`src/rtl/ir_scan_seq.sv`:
```
// Round-robin sequencer for NUM_PAIRS left/right IR sensor pairs sharing one A2D.
// Builds a weighted, signed line-position error and publishes it with a one-cycle err_vld pulse.
module ir_scan_seq #(
    parameter int NUM_PAIRS   = 3,
    parameter int RES_W       = 12,
    parameter int CHNL_W      = 3,
    parameter int SETTLE_CYC  = 4096,
    parameter int TIMEOUT_CYC = 1024
) (
    input  logic                              clk,
    input  logic                              rst,
    input  logic                              scan,
    input  logic                              cont,
    input  logic [NUM_PAIRS-1:0]              pair_mask,
    input  logic                              cnv_cmplt,
    input  logic [RES_W-1:0]                  A2D_res,
    output logic                              strt_cnv,
    output logic [CHNL_W-1:0]                 chnnl,
    output logic [NUM_PAIRS-1:0]              IR_en,
    output logic signed [RES_W+NUM_PAIRS:0]   error,
    output logic                              err_vld,
    output logic                              busy,
    output logic                              a2d_to,
    output logic [2:0]                        state_dbg
);

    localparam int ERR_W  = RES_W + NUM_PAIRS + 1;
    localparam int PIDX_W = (NUM_PAIRS > 1) ? $clog2(NUM_PAIRS) : 1;
    localparam int SCNT_W = $clog2(SETTLE_CYC + 1);
    localparam int TCNT_W = $clog2(TIMEOUT_CYC + 1);
    localparam logic [SCNT_W-1:0] SETTLE_LAST = SCNT_W'(SETTLE_CYC - 1);
    localparam logic [TCNT_W-1:0] TO_LAST     = TCNT_W'(TIMEOUT_CYC - 1);

    typedef enum logic [2:0] {
        IDLE   = 3'd0,
        SETTLE = 3'd1,
        CONV_R = 3'd2,
        WAIT_R = 3'd3,
        CONV_L = 3'd4,
        WAIT_L = 3'd5,
        NEXT   = 3'd6,
        DONE   = 3'd7
    } state_t;

    state_t                   state;
    logic [PIDX_W-1:0]        p;
    logic [NUM_PAIRS-1:0]     mask_q;
    logic [RES_W-1:0]         r_q;
    logic signed [ERR_W-1:0]  acc;
    logic [SCNT_W-1:0]        settle_cnt;
    logic [TCNT_W-1:0]        to_cnt;

    logic [PIDX_W:0]          first_pick;
    logic [PIDX_W:0]          next_pick;
    logic signed [RES_W:0]    diff;
    logic signed [ERR_W-1:0]  contrib;
    logic                     start_scan;
    logic [CHNL_W-1:0]        ch_r;
    logic [CHNL_W-1:0]        ch_l;

    assign state_dbg = state;

    // Returns {found, index} of the lowest unmasked pair at or above 'from'.
    function automatic logic [PIDX_W:0] find_unmasked(input logic [NUM_PAIRS-1:0] m,
                                                      input int from);
        logic [PIDX_W:0] pick;
        pick = '0;
        for (int i = NUM_PAIRS - 1; i >= 0; i--) begin
            if (i >= from && !m[i]) pick = {1'b1, PIDX_W'(i)};
        end
        return pick;
    endfunction

    always_comb begin
        first_pick = find_unmasked(pair_mask, 0);
        next_pick  = find_unmasked(mask_q, int'(p) + 1);
        diff       = $signed({1'b0, r_q}) - $signed({1'b0, A2D_res});
        contrib    = ERR_W'(diff);
        contrib    = contrib <<< p;
        start_scan = (state == IDLE && scan) || (state == DONE && cont);
        ch_r       = CHNL_W'({p, 1'b0});
        ch_l       = CHNL_W'({p, 1'b1});
    end

    // A2D handshake: strt_cnv is a one-cycle request; the matching cnv_cmplt pulse
    // (with A2D_res valid in the same cycle) is accepted only in WAIT_R/WAIT_L,
    // so a completion coincident with strt_cnv or arriving while idle is dropped.
    always_ff @(posedge clk) begin
        if (rst) begin
            state      <= IDLE;
            p          <= '0;
            mask_q     <= '0;
            r_q        <= '0;
            acc        <= '0;
            settle_cnt <= '0;
            to_cnt     <= '0;
            strt_cnv   <= 1'b0;
            chnnl      <= '0;
            IR_en      <= '0;
            error      <= '0;
            err_vld    <= 1'b0;
            busy       <= 1'b0;
            a2d_to     <= 1'b0;
        end else begin
            strt_cnv <= 1'b0;
            err_vld  <= 1'b0;
            case (state)
                IDLE: begin
                    if (scan) a2d_to <= 1'b0;
                end
                SETTLE: begin
                    if (settle_cnt == SETTLE_LAST) begin
                        state    <= CONV_R;
                        strt_cnv <= 1'b1;
                        chnnl    <= ch_r;
                    end else begin
                        settle_cnt <= settle_cnt + 1'b1;
                    end
                end
                CONV_R: begin
                    state  <= WAIT_R;
                    to_cnt <= '0;
                end
                WAIT_R: begin
                    if (cnv_cmplt) begin
                        r_q      <= A2D_res;
                        state    <= CONV_L;
                        strt_cnv <= 1'b1;
                        chnnl    <= ch_l;
                    end else if (to_cnt == TO_LAST) begin
                        a2d_to <= 1'b1;
                        state  <= NEXT;
                        IR_en  <= '0;
                    end else begin
                        to_cnt <= to_cnt + 1'b1;
                    end
                end
                CONV_L: begin
                    state  <= WAIT_L;
                    to_cnt <= '0;
                end
                WAIT_L: begin
                    if (cnv_cmplt) begin
                        acc   <= acc + contrib;
                        state <= NEXT;
                        IR_en <= '0;
                    end else if (to_cnt == TO_LAST) begin
                        // A timed-out pair contributes nothing to the error.
                        a2d_to <= 1'b1;
                        state  <= NEXT;
                        IR_en  <= '0;
                    end else begin
                        to_cnt <= to_cnt + 1'b1;
                    end
                end
                NEXT: begin
                    if (next_pick[PIDX_W]) begin
                        p          <= next_pick[PIDX_W-1:0];
                        state      <= SETTLE;
                        settle_cnt <= '0;
                        IR_en      <= NUM_PAIRS'(1) << next_pick[PIDX_W-1:0];
                    end else begin
                        state <= DONE;
                    end
                end
                DONE: begin
                    error   <= acc;
                    err_vld <= 1'b1;
                    if (!cont) begin
                        state <= IDLE;
                        busy  <= 1'b0;
                    end
                end
                default: state <= IDLE;
            endcase

            // New scan, from IDLE or as a continuous-mode restart out of DONE.
            if (start_scan) begin
                mask_q <= pair_mask;
                acc    <= '0;
                busy   <= 1'b1;
                if (first_pick[PIDX_W]) begin
                    p          <= first_pick[PIDX_W-1:0];
                    state      <= SETTLE;
                    settle_cnt <= '0;
                    IR_en      <= NUM_PAIRS'(1) << first_pick[PIDX_W-1:0];
                end else begin
                    state <= DONE;
                end
            end
        end
    end

endmodule

```
`config.mk`:
```
export PLATFORM = sky130hd
export DESIGN_NAME = ir_scan_seq
export DESIGN_NICKNAME = d
export VERILOG_FILES = /design/src/rtl/ir_scan_seq.sv
export SDC_FILE = /design/constraint.sdc
export NUM_CORES = 1
export LEC_CHECK = 0
export CAP_MARGIN = 20
export CORE_MARGIN = 3
export CORE_UTILIZATION = 42
export CTS_BUF_LIST = sky130_fd_sc_hd__clkbuf_8
export CTS_CLUSTER_DIAMETER = 150
export DETAILED_ROUTE_END_ITERATION = 10
export GPL_ROUTABILITY_DRIVEN = 1
export HOLD_SLACK_MARGIN = 0.06
export SLEW_MARGIN = 5
export SYNTH_ARGS = -nofsm -noshare
export SYNTH_HDL_FRONTEND = slang
export SYNTH_SLANG_ARGS = --single-unit
export TNS_END_PERCENT = 100
```
`constraint.sdc`:
```
create_clock -name clk -period 5.7 [get_ports clk]
set_input_delay 1.71 -clock clk [delete_from_list [all_inputs] [get_ports clk]]
set_output_delay 1.71 -clock clk [all_outputs]
set_load 0.01 [all_outputs]
```
==> impl_metrics.toml, run 1 <==
[sta]
slew_headroom_pct = 34.02
fin_crit_sh_pct = 93.57
fmax_mhz = 187.5
rsz0062_at_grt = "false"
worstMarginPinSlew_ns = 0.9883
clock_skew_ns = 0.01186
hold_viol = 0
maxSlewViolCount = 0
setup_viol = 0
period_minus_slack_ns = 5.333
fin_tns_setup_ns = 0

[worst_hold_path]
hold_path.class = "reg -> reg"

[grt]
grt_max_degree = 27
antenna_found_initial = 0
track_usage_pct = 18.38
use_met2_pct = 28.34
met3_usage_pct = 2.850
grt_pass1_vias = 4275
gr-max-usage-layer = "met2"
overflow = 0
grt_pass1_wl_mm = 20.15
grt_use_met1_pct = 25.74

[floorplan]
die_h_microns = 116.3
start_util_pct = 43.84
io-pin-count = 49
die-width_microns = 116.3
die_area_sq_um = 13530
rows = 39
coreArea_sq_um = 11660

[clocking]
ctsRootBufferMaster = "clkbuf_8"
postCtsSetupBuffers = 0
cts_buffer_depth = 2
cts_sinks = 85
cts_resized = 0
clock_latency_ns = 0.37
numCtsBuffers = 9
cts.reportedPaths.clkPinSlew_ns = 0.09
postCtsHoldBufs = 0
h-tree-depth = 3
cts_tree = "yes"

[drt]
drtPass1Iterations = 4
vias = 4586
drt-total-wl_mm = 11.86
vias_per_cell = 5.434
drc = 0
antenna_left = 0
drt_iter0_drc = 220
wl_per_cell_microns = 14.06

[place]
place.gp.congestion = 0.9130
dp_hpwl_mm = 8.934
dpl_cell_area_sq_um = 5702
numPortBuffers = 48

[outcome]
status = "finished, final reports clean"

[yosys]
synth.area.mux_share_pct = 4.332
ys_seq_area_share_pct = 33.28
ys_ff_latch = 85
yosysWarningCount = 0
synth_cell_types = 58
syn_nets = 711
synth_xor_xnor_area_share_pct = 4.283
synth.cell_area_sq_um = 5112
synthSimpleGateAreaFrac_pct = 22.88
syn_avg_cell_area_sq_um = 7.746
synth-adder-area-share_pct = 7.881
dominantRegCellSynth = "dfxtp_1"
synth_compound_area_share_pct = 22.76
synth-edff-count = 0
synthArstFlopShare_pct = 0
syn_inst = 660
synth_top_family_by_area = "simple AND/OR/NAND/NOR gates"

[setup_path]
required_ns = 6.00
slowest_stage = "clkdlybuf4s50_1"
rr_startpoint = "r_q[0]"
path_cells = "clkdlybuf4s50_1, inv_1, ha_1, nor2b_1, o31ai_1, a21oi_1, a21bo_2, xor2_1, a211oi_1, a21oi_1, ha_1, a21o_1, a21o_1, a21o_1, or4_4, a21o_1, a21oi_2"
worstPathArrival_ns = 5.63
critPathMaxFanout = 3
crit_type = "in -> reg"
rrSetupSlack_ns = 1.83
critPathLaunch = "A2D_res[1]"
endpoint_kind = "register"
worstSetupEndpoint = "acc[15]"
cp_slowest_stage_delay_ns = 0.49
cpMostUsedCell = "a21o_1"
r2r_cells = 18
reg2reg_to = "acc[15]"
cp-start-kind = "primary input"

[flow_run]
cap_violations = 0

[power_and_ir_drop]
powerDensity_nw_per_um2 = 295.6
pwr-share-clk_pct = 24.6
leakage_nw = 2.256
pwr-share-seq_pct = 41.0
p_switching_mw = 0.6457
pwr-share-comb_pct = 34.4
p_sw_share_pct = 37.06
internal_power_mw = 1.097
max-vdd-ir-drop_mv = 0.1757

[cells_and_area]
final_common_cell = "nand2_1"
final_cell_mix = "nand2_1, dfxtp_1, a21oi_1"
drive_gt1_share_pct = 5.991
fin_util_pct = 50.54
nNetsFinal = 747
n_antenna_cell = 0
final_cell_area_sq_um = 5894
area_delta_synth_final_pct = 15.30
sequential cells by signal, summed over array words and instances (netlist names):
name	count
acc	16
error	16
settle_cnt	13
r_q	12
to_cnt	11
IR_en	3
chnnl	3
state_dbg	3
mask_q	2
p	2
a2d_to	1
busy	1
err_vld	1
strt_cnv	1
cell usage after synthesis, drive strengths merged (6+ instances only):
cell | n | area, sq um
nor2 | 55 | 206.5
xnor2 | 16 | 140.1
dfxtp | 85 | 1702
inv | 23 | 86.33
a22oi | 6 | 45.04
buf | 9 | 53.80
nor3 | 9 | 45.04
o21a | 6 | 45.04
nand4 | 10 | 62.56
a31oi | 12 | 75.07
nand2b | 7 | 43.79
o21ai | 33 | 168.9
ha | 29 | 362.9
and3 | 8 | 50.05
a21o | 9 | 67.56
nand3 | 22 | 110.1
a21oi | 79 | 399.1
mux2i | 21 | 210.2
clkbuf | 25 | 93.84
or3 | 7 | 43.79
nand2 | 111 | 416.7
xor2 | 9 | 78.83
a211oi | 6 | 45.04
nor2b | 8 | 57.55
kinds of logic (layout without fill, tap and decap cells):
group	Yosys count	count (layout)
buffers and inverters	57	98
AO/OA/AOI/OAI	186	186
multiplexers	22	22
adder cells (fa/ha/maj)	31	31
AND/OR/NAND/NOR	254	254
flip-flops	85	85
XOR/XNOR	25	25
metrics by stage:
stage                     worst slack, ns  power [mW]  std cells  hold WS [ns]
after floorplan                    0.6934       1.159        660        0.4207
after global placement             0.1127       1.319        828        0.4354
after detailed placement         0.002407       1.325        828        0.4485
after CTS                          0.3849       1.757        844        0.4600
after global routing              0.09634       1.869        844        0.4805
final                              0.3665       1.742        844        0.4561
power by group through the flow:
stage	Clock, mW	Sequential (mW)	Combinational (mW)
2_1_floorplan	0	0.684	0.474
3_3_place_gp	0	0.726	0.592
3_5_place_dp	0	0.727	0.598
4_1_cts	0.443	0.713	0.601
5_1_grt	0.465	0.725	0.679
6_report	0.428	0.715	0.600
layout make-up:
class	instances	area [sq um]
multi-input combinational	518	3177
timing repair buffer	59	558.0
clock buffer	10	137.6
inverter	23	86.33
tap	143	178.9
clock inverter	6	55.05
sequential	85	1702
fill	1144	5768
worst min path at each step:
stage              startpoint              to  slack, ns  cells past startpoint
6_report            error[11]       error[11]       0.46                      2
2_1_floorplan  settle_cnt[12]  settle_cnt[12]       0.42                      2
3_3_place_gp   settle_cnt[12]  settle_cnt[12]       0.44                      2
5_1_grt              error[1]        error[1]       0.48                      2
4_1_cts              error[1]        error[1]       0.46                      2
3_5_place_dp         error[9]        error[9]       0.45                      2
worst max-delay path: cells and delay by family:
| kind | cells | cell delay, ns |
|---|---|---|
| AOI/OAI and AO/OA | 10 | 1.96 |
| adders and majority gates | 2 | 0.62 |
| and+or+nand+nor | 2 | 0.62 |
| buffers and inverters | 2 | 0.54 |
| xor gates and xnor gates | 1 | 0.16 |
metal layers:
layer	up-vias	part of all wire, %
met3	15	3.7
met1	2084	51
met4	0	1.8
li1	2410	-
met5	-	0
met2	77	43
No activity file was read; power rests on OpenSTA's default activity.
==> run 2, diff against run 1 <==
--- a/config.mk
+++ b/config.mk
@@ -11,6 +11,7 @@
 export CTS_BUF_LIST = sky130_fd_sc_hd__clkbuf_8
 export CTS_CLUSTER_DIAMETER = 150
 export DETAILED_ROUTE_END_ITERATION = 10
+export DONT_BUFFER_PORTS = 1
 export GPL_ROUTABILITY_DRIVEN = 1
 export HOLD_SLACK_MARGIN = 0.06
 export SLEW_MARGIN = 5
==> impl_metrics.toml, run 2 (synthesized netlist as in run 1, its figures left out) <==
[outcome]
status = "finished, final reports clean"

[setup_path]
required_ns = 5.99
critPathMaxFanout = 5
cp-start-kind = "primary input"
crit_type = "in -> reg"
endpoint_kind = "register"
worstPathArrival_ns = 5.22
rrSetupSlack_ns = 1.76

[cells_and_area]
fin_util_pct = 45.60
nNetsFinal = 689
drive_gt1_share_pct = 4.524
reg.largest.list = "acc (16), error (16), settle_cnt (13)"
final_cell_mix = "nand2_1, dfxtp_1, a21oi_1"
final_common_cell = "nand2_1"
n_antenna_cell = 0
fillers = 1170
area_delta_synth_final_pct = 4.014

[floorplan]
io-pin-count = 49
coreArea_sq_um = 11660
die_h_microns = 116.3
die-width_microns = 116.3
rows = 39
start_util_pct = 43.84
die_area_sq_um = 13530

[grt]
overflow = 0
grt_pass1_wl_mm = 20.51
antenna_found_initial = 0
grt_max_degree = 48
track_usage_pct = 18.86
grt_pass1_vias = 4163

[power_and_ir_drop]
powerDensity_nw_per_um2 = 308.3
pwr-share-comb_pct = 32.2
power.total_mw = 1.640
max-vdd-ir-drop_mv = 0.1527
leakage_nw = 2.019
pwr-share-seq_pct = 44.2
p_switching_mw = 0.6292
pwr-share-clk_pct = 23.6
internal_power_mw = 1.010
p_sw_share_pct = 38.38

[flow_run]
cap_violations = 0

[place]
dp_hpwl_mm = 8.748
numPortBuffers = 0
place.gp.congestion = 0.9082

[sta]
fin_tns_setup_ns = 0
hold_viol = 0
setup_viol = 0
fmax_mhz = 203.1
slew_headroom_pct = 35.94
fin_crit_sh_pct = 86.37
clock_skew_ns = 0.007014
maxSlewViolCount = 0
period_minus_slack_ns = 4.923
worstMarginPinSlew_ns = 0.9595
rsz0062_at_grt = "false"

[clocking]
cts_buffer_depth = 2
cts_sinks = 85
cts.reportedPaths.clkPinSlew_ns = 0.08
ctsRootBufferMaster = "clkbuf_8"
clock_latency_ns = 0.37
h-tree-depth = 3
postCtsHoldBufs = 0
numCtsBuffers = 9
cts_resized = 0
postCtsSetupBuffers = 0
cts_tree = "yes"

[drt]
drc = 0
drt_iter0_drc = 213
wl_per_cell_microns = 15.34
drt-total-wl_mm = 12.02
vias = 4477
vias_per_cell = 5.710
drtPass1Iterations = 5
antenna_left = 0

[worst_hold_path]
hold_path.class = "reg -> reg"
[run 2: cell count changes in the layout (fill, tap and decap cells not counted)]
cell / previous run / this run
clkdlybuf4s50_1: 47 / 0
buf_4: 11 / 1
clkinv_2: 2 / 0
buf_2: 1 / 0
bufinv_16: 1 / 0
clkbuf_8: 10 / 11
[run 2: final cells by class]
type,instances,area (sq um),area share [%]
Clock inverter,3,15.01,0.2824
Inverter,23,86.33,1.624
Clock buffer,11,151.4,2.847
Multi-Input combinational cell,518,3177,59.74
Tap cell,143,178.9,3.365
Timing Repair Buffer,1,7.507,0.1412
Sequential cell,85,1702,32.00
[run 2: metal layers]
| metal | vias up | global-route usage, % | wire length (microns) |
|---|---|---|---|
| met5 | - | 0 | 0 |
| met4 | 0 | 7.657 | 300 |
| met3 | 18 | 3.834 | 545 |
| met2 | 76 | 27.69 | 5204 |
| met1 | 2091 | 26.99 | 5973 |
| li1 | 2292 | - | - |
[run 2: worst max-delay path, cell delays in order]
cell,delay (ns)
ha_1,0.21
fa_1,0.44
nor2b_4,0.15
o31a_4,0.15
o221ai_4,0.12
o21bai_1,0.18
xor2_1,0.21
mux2i_1,0.14
a21oi_1,0.22
ha_1,0.32
a21o_1,0.21
a21o_1,0.17
a21o_1,0.18
or4_4,0.48
a21o_1,0.20
a21oi_2,0.12
[run 2: path summary, 6_finish.rpt]
path | startpoint | to | cells past startpoint
min | settle_cnt[12] | settle_cnt[12] | 2
min reg2reg | settle_cnt[12] | settle_cnt[12] | 2
max | A2D_res[0] | acc[15] | 16
max reg2reg | r_q[0] | acc[15] | 17
[run 2: power by group through the flow]
stage,combinational [mW],clock (mW),sequential (mW)
after CTS,0.527,0.402,0.724
after detailed placement,0.524,0,0.738
after global placement,0.516,0,0.738
after floorplan,0.474,0,0.684
final,0.527,0.387,0.725
after global routing,0.600,0.429,0.737
[run 2: stage by stage]
stage,hold WS (ns),instance area [sq um],cells,worst slack [ns]
after floorplan,0.4207,5112,660,0.6934
after global placement,0.4313,5151,770,0.4970
after detailed placement,0.4423,5151,770,0.4115
after CTS,0.4552,5318,784,0.8117
after global routing,0.4855,5318,784,0.5625
final,0.4546,5318,784,0.7768
==> run 3, diff against run 2 <==
--- a/config.mk
+++ b/config.mk
@@ -7,7 +7,7 @@
 export LEC_CHECK = 0
 export CAP_MARGIN = 20
 export CORE_MARGIN = 3
-export CORE_UTILIZATION = 42
+export CORE_UTILIZATION = 48
 export CTS_BUF_LIST = sky130_fd_sc_hd__clkbuf_8
 export CTS_CLUSTER_DIAMETER = 150
 export DETAILED_ROUTE_END_ITERATION = 10
==> impl_metrics.toml, run 3 (synthesized netlist as in run 1, its figures left out) <==
[place]
place.gp.congestion = 0.8807
numPortBuffers = 0
dpl_cell_area_sq_um = 5142
dp_hpwl_mm = 8.648
pre_cts_slack_ns = 0.4310

[setup_path]
required_ns = 5.99
crit_type = "in -> reg"
endpoint_kind = "register"
worstPathArrival_ns = 5.22
cp-start-kind = "primary input"
critPathMaxFanout = 5

[clocking]
cts_sinks = 85
clock_latency_ns = 0.36
postCtsHoldBufs = 0
cts.reportedPaths.clkPinSlew_ns = 0.09
cts_tree = "yes"
h-tree-depth = 3
ctsRootBufferMaster = "clkbuf_8"
cts_buffer_depth = 2
postCtsSetupBuffers = 0
cts_resized = 0
numCtsBuffers = 9

[sta]
worstMarginPinSlew_ns = 0.9775
clock_skew_ns = 0.01220
setup_viol = 0
fmax_mhz = 203.0
fin_ws_ns = 0.7747
period_minus_slack_ns = 4.925
fin_tns_setup_ns = 0
fin_crit_sh_pct = 86.41
maxSlewViolCount = 0
hold_viol = 0
rsz0062_at_grt = "false"
slew_headroom_pct = 34.75

[cells_and_area]
n_antenna_cell = 0
nNetsFinal = 689
area_delta_synth_final_pct = 4.650
reg.largest.list = "acc (16), error (16), settle_cnt (13)"
final_cell_mix = "nand2_1, dfxtp_1, a21oi_1"
final_cell_area_sq_um = 5350
drive_gt1_share_pct = 4.666
final_common_cell = "nand2_1"

[drt]
met2_length_mm = 5.285
wl_per_cell_microns = 15.11
antenna_left = 0
drtPass1Iterations = 5
drt_iter0_drc = 310
drc = 0
highest_layer = "met4"
wl_met1_mm = 5.695
vias = 4465
vias_per_cell = 5.732
dr_wl_met3_microns = 653
drt-total-wl_mm = 11.77

[flow_run]
cap_violations = 0

[grt]
antenna_found_initial = 0
grt_max_degree = 48
grt_pass1_wl_mm = 19.60
overflow = 0
grt_pass1_vias = 4134
track_usage_pct = 20.27

[power_and_ir_drop]
leakage_nw = 2.042
max-vdd-ir-drop_mv = 0.1717
power.total_mw = 1.715
powerDensity_nw_per_um2 = 320.5

[worst_hold_path]
hold_path.class = "reg -> reg"

[floorplan]
die_area_sq_um = 11920
die-width_microns = 109.2
start_util_pct = 49.52
coreArea_sq_um = 10320
rows = 37
die_h_microns = 109.2
io-pin-count = 49

[outcome]
status = "finished, final reports clean"
==> run 3: cell types whose count changed in the layout (fill, tap and decap cells not counted), sizes merged <==
cell    change
bufinv      +2
clkbuf      -2
clkinv      +1
inv         +1
==> run 3: final cells by class <==
type,instances,area (sq um)
Fill cell,993,4974
Multi-Input combinational cell,518,3177
Sequential cell,85,1702
Tap cell,136,170.2
Clock buffer,9,123.9
Inverter,23,86.33
Clock inverter,7,83.83
Timing Repair Buffer,1,7.507
==> run 3: metal layers <==
layer  vias up  global-route usage (%)
met2        91                   31.71
met4         0                   6.768
met3        13                   5.033
met5         -                       0
met1      2061                   27.30
li1       2300                       -
==> run 3: power by group <==
| part | leakage [nW] | total (mW) | switching [mW] | internal [mW] |
|---|---|---|---|---|
| combinational | 1.24 | 0.528 | 0.326 | 0.202 |
| clock | 0.113 | 0.459 | 0.217 | 0.242 |
| sequential | 0.687 | 0.728 | 0.0937 | 0.634 |
| total | 2.04 | 1.71 | 0.637 | 1.08 |
==> run 3: path summary, 6_finish.rpt <==
check	start	endpoint	slack [ns]	cells after the start
hold / removal	settle_cnt[12]	settle_cnt[12]	0.45	2
setup / recovery	A2D_res[1]	acc[15]	0.77	16
hold reg to reg	settle_cnt[12]	settle_cnt[12]	0.45	2
setup reg to reg	r_q[0]	acc[15]	1.76	17
==> run 3: through the flow <==
step | hold slack, ns | cells | utilization [%]
finish | 0.4511 | 779 | 51.82
CTS | 0.4531 | 779 | 51.82
floorplan | 0.4207 | 660 | -
global route | 0.4788 | 779 | 51.82
global placement | 0.4366 | 763 | 49.81
detailed placement | 0.4408 | 763 | 49.81
==> run 3: critical path, stage by stage <==
cell	delay, ns
inv_1	0.02
ha_1	0.28
nor2b_1	0.14
o31ai_1	0.34
a21oi_1	0.18
a21bo_2	0.25
xor2_1	0.16
a211oi_1	0.27
a21oi_1	0.09
ha_1	0.40
a21o_1	0.21
a21o_1	0.17
a21o_1	0.19
or4_4	0.48
a21o_1	0.20
a21oi_2	0.12
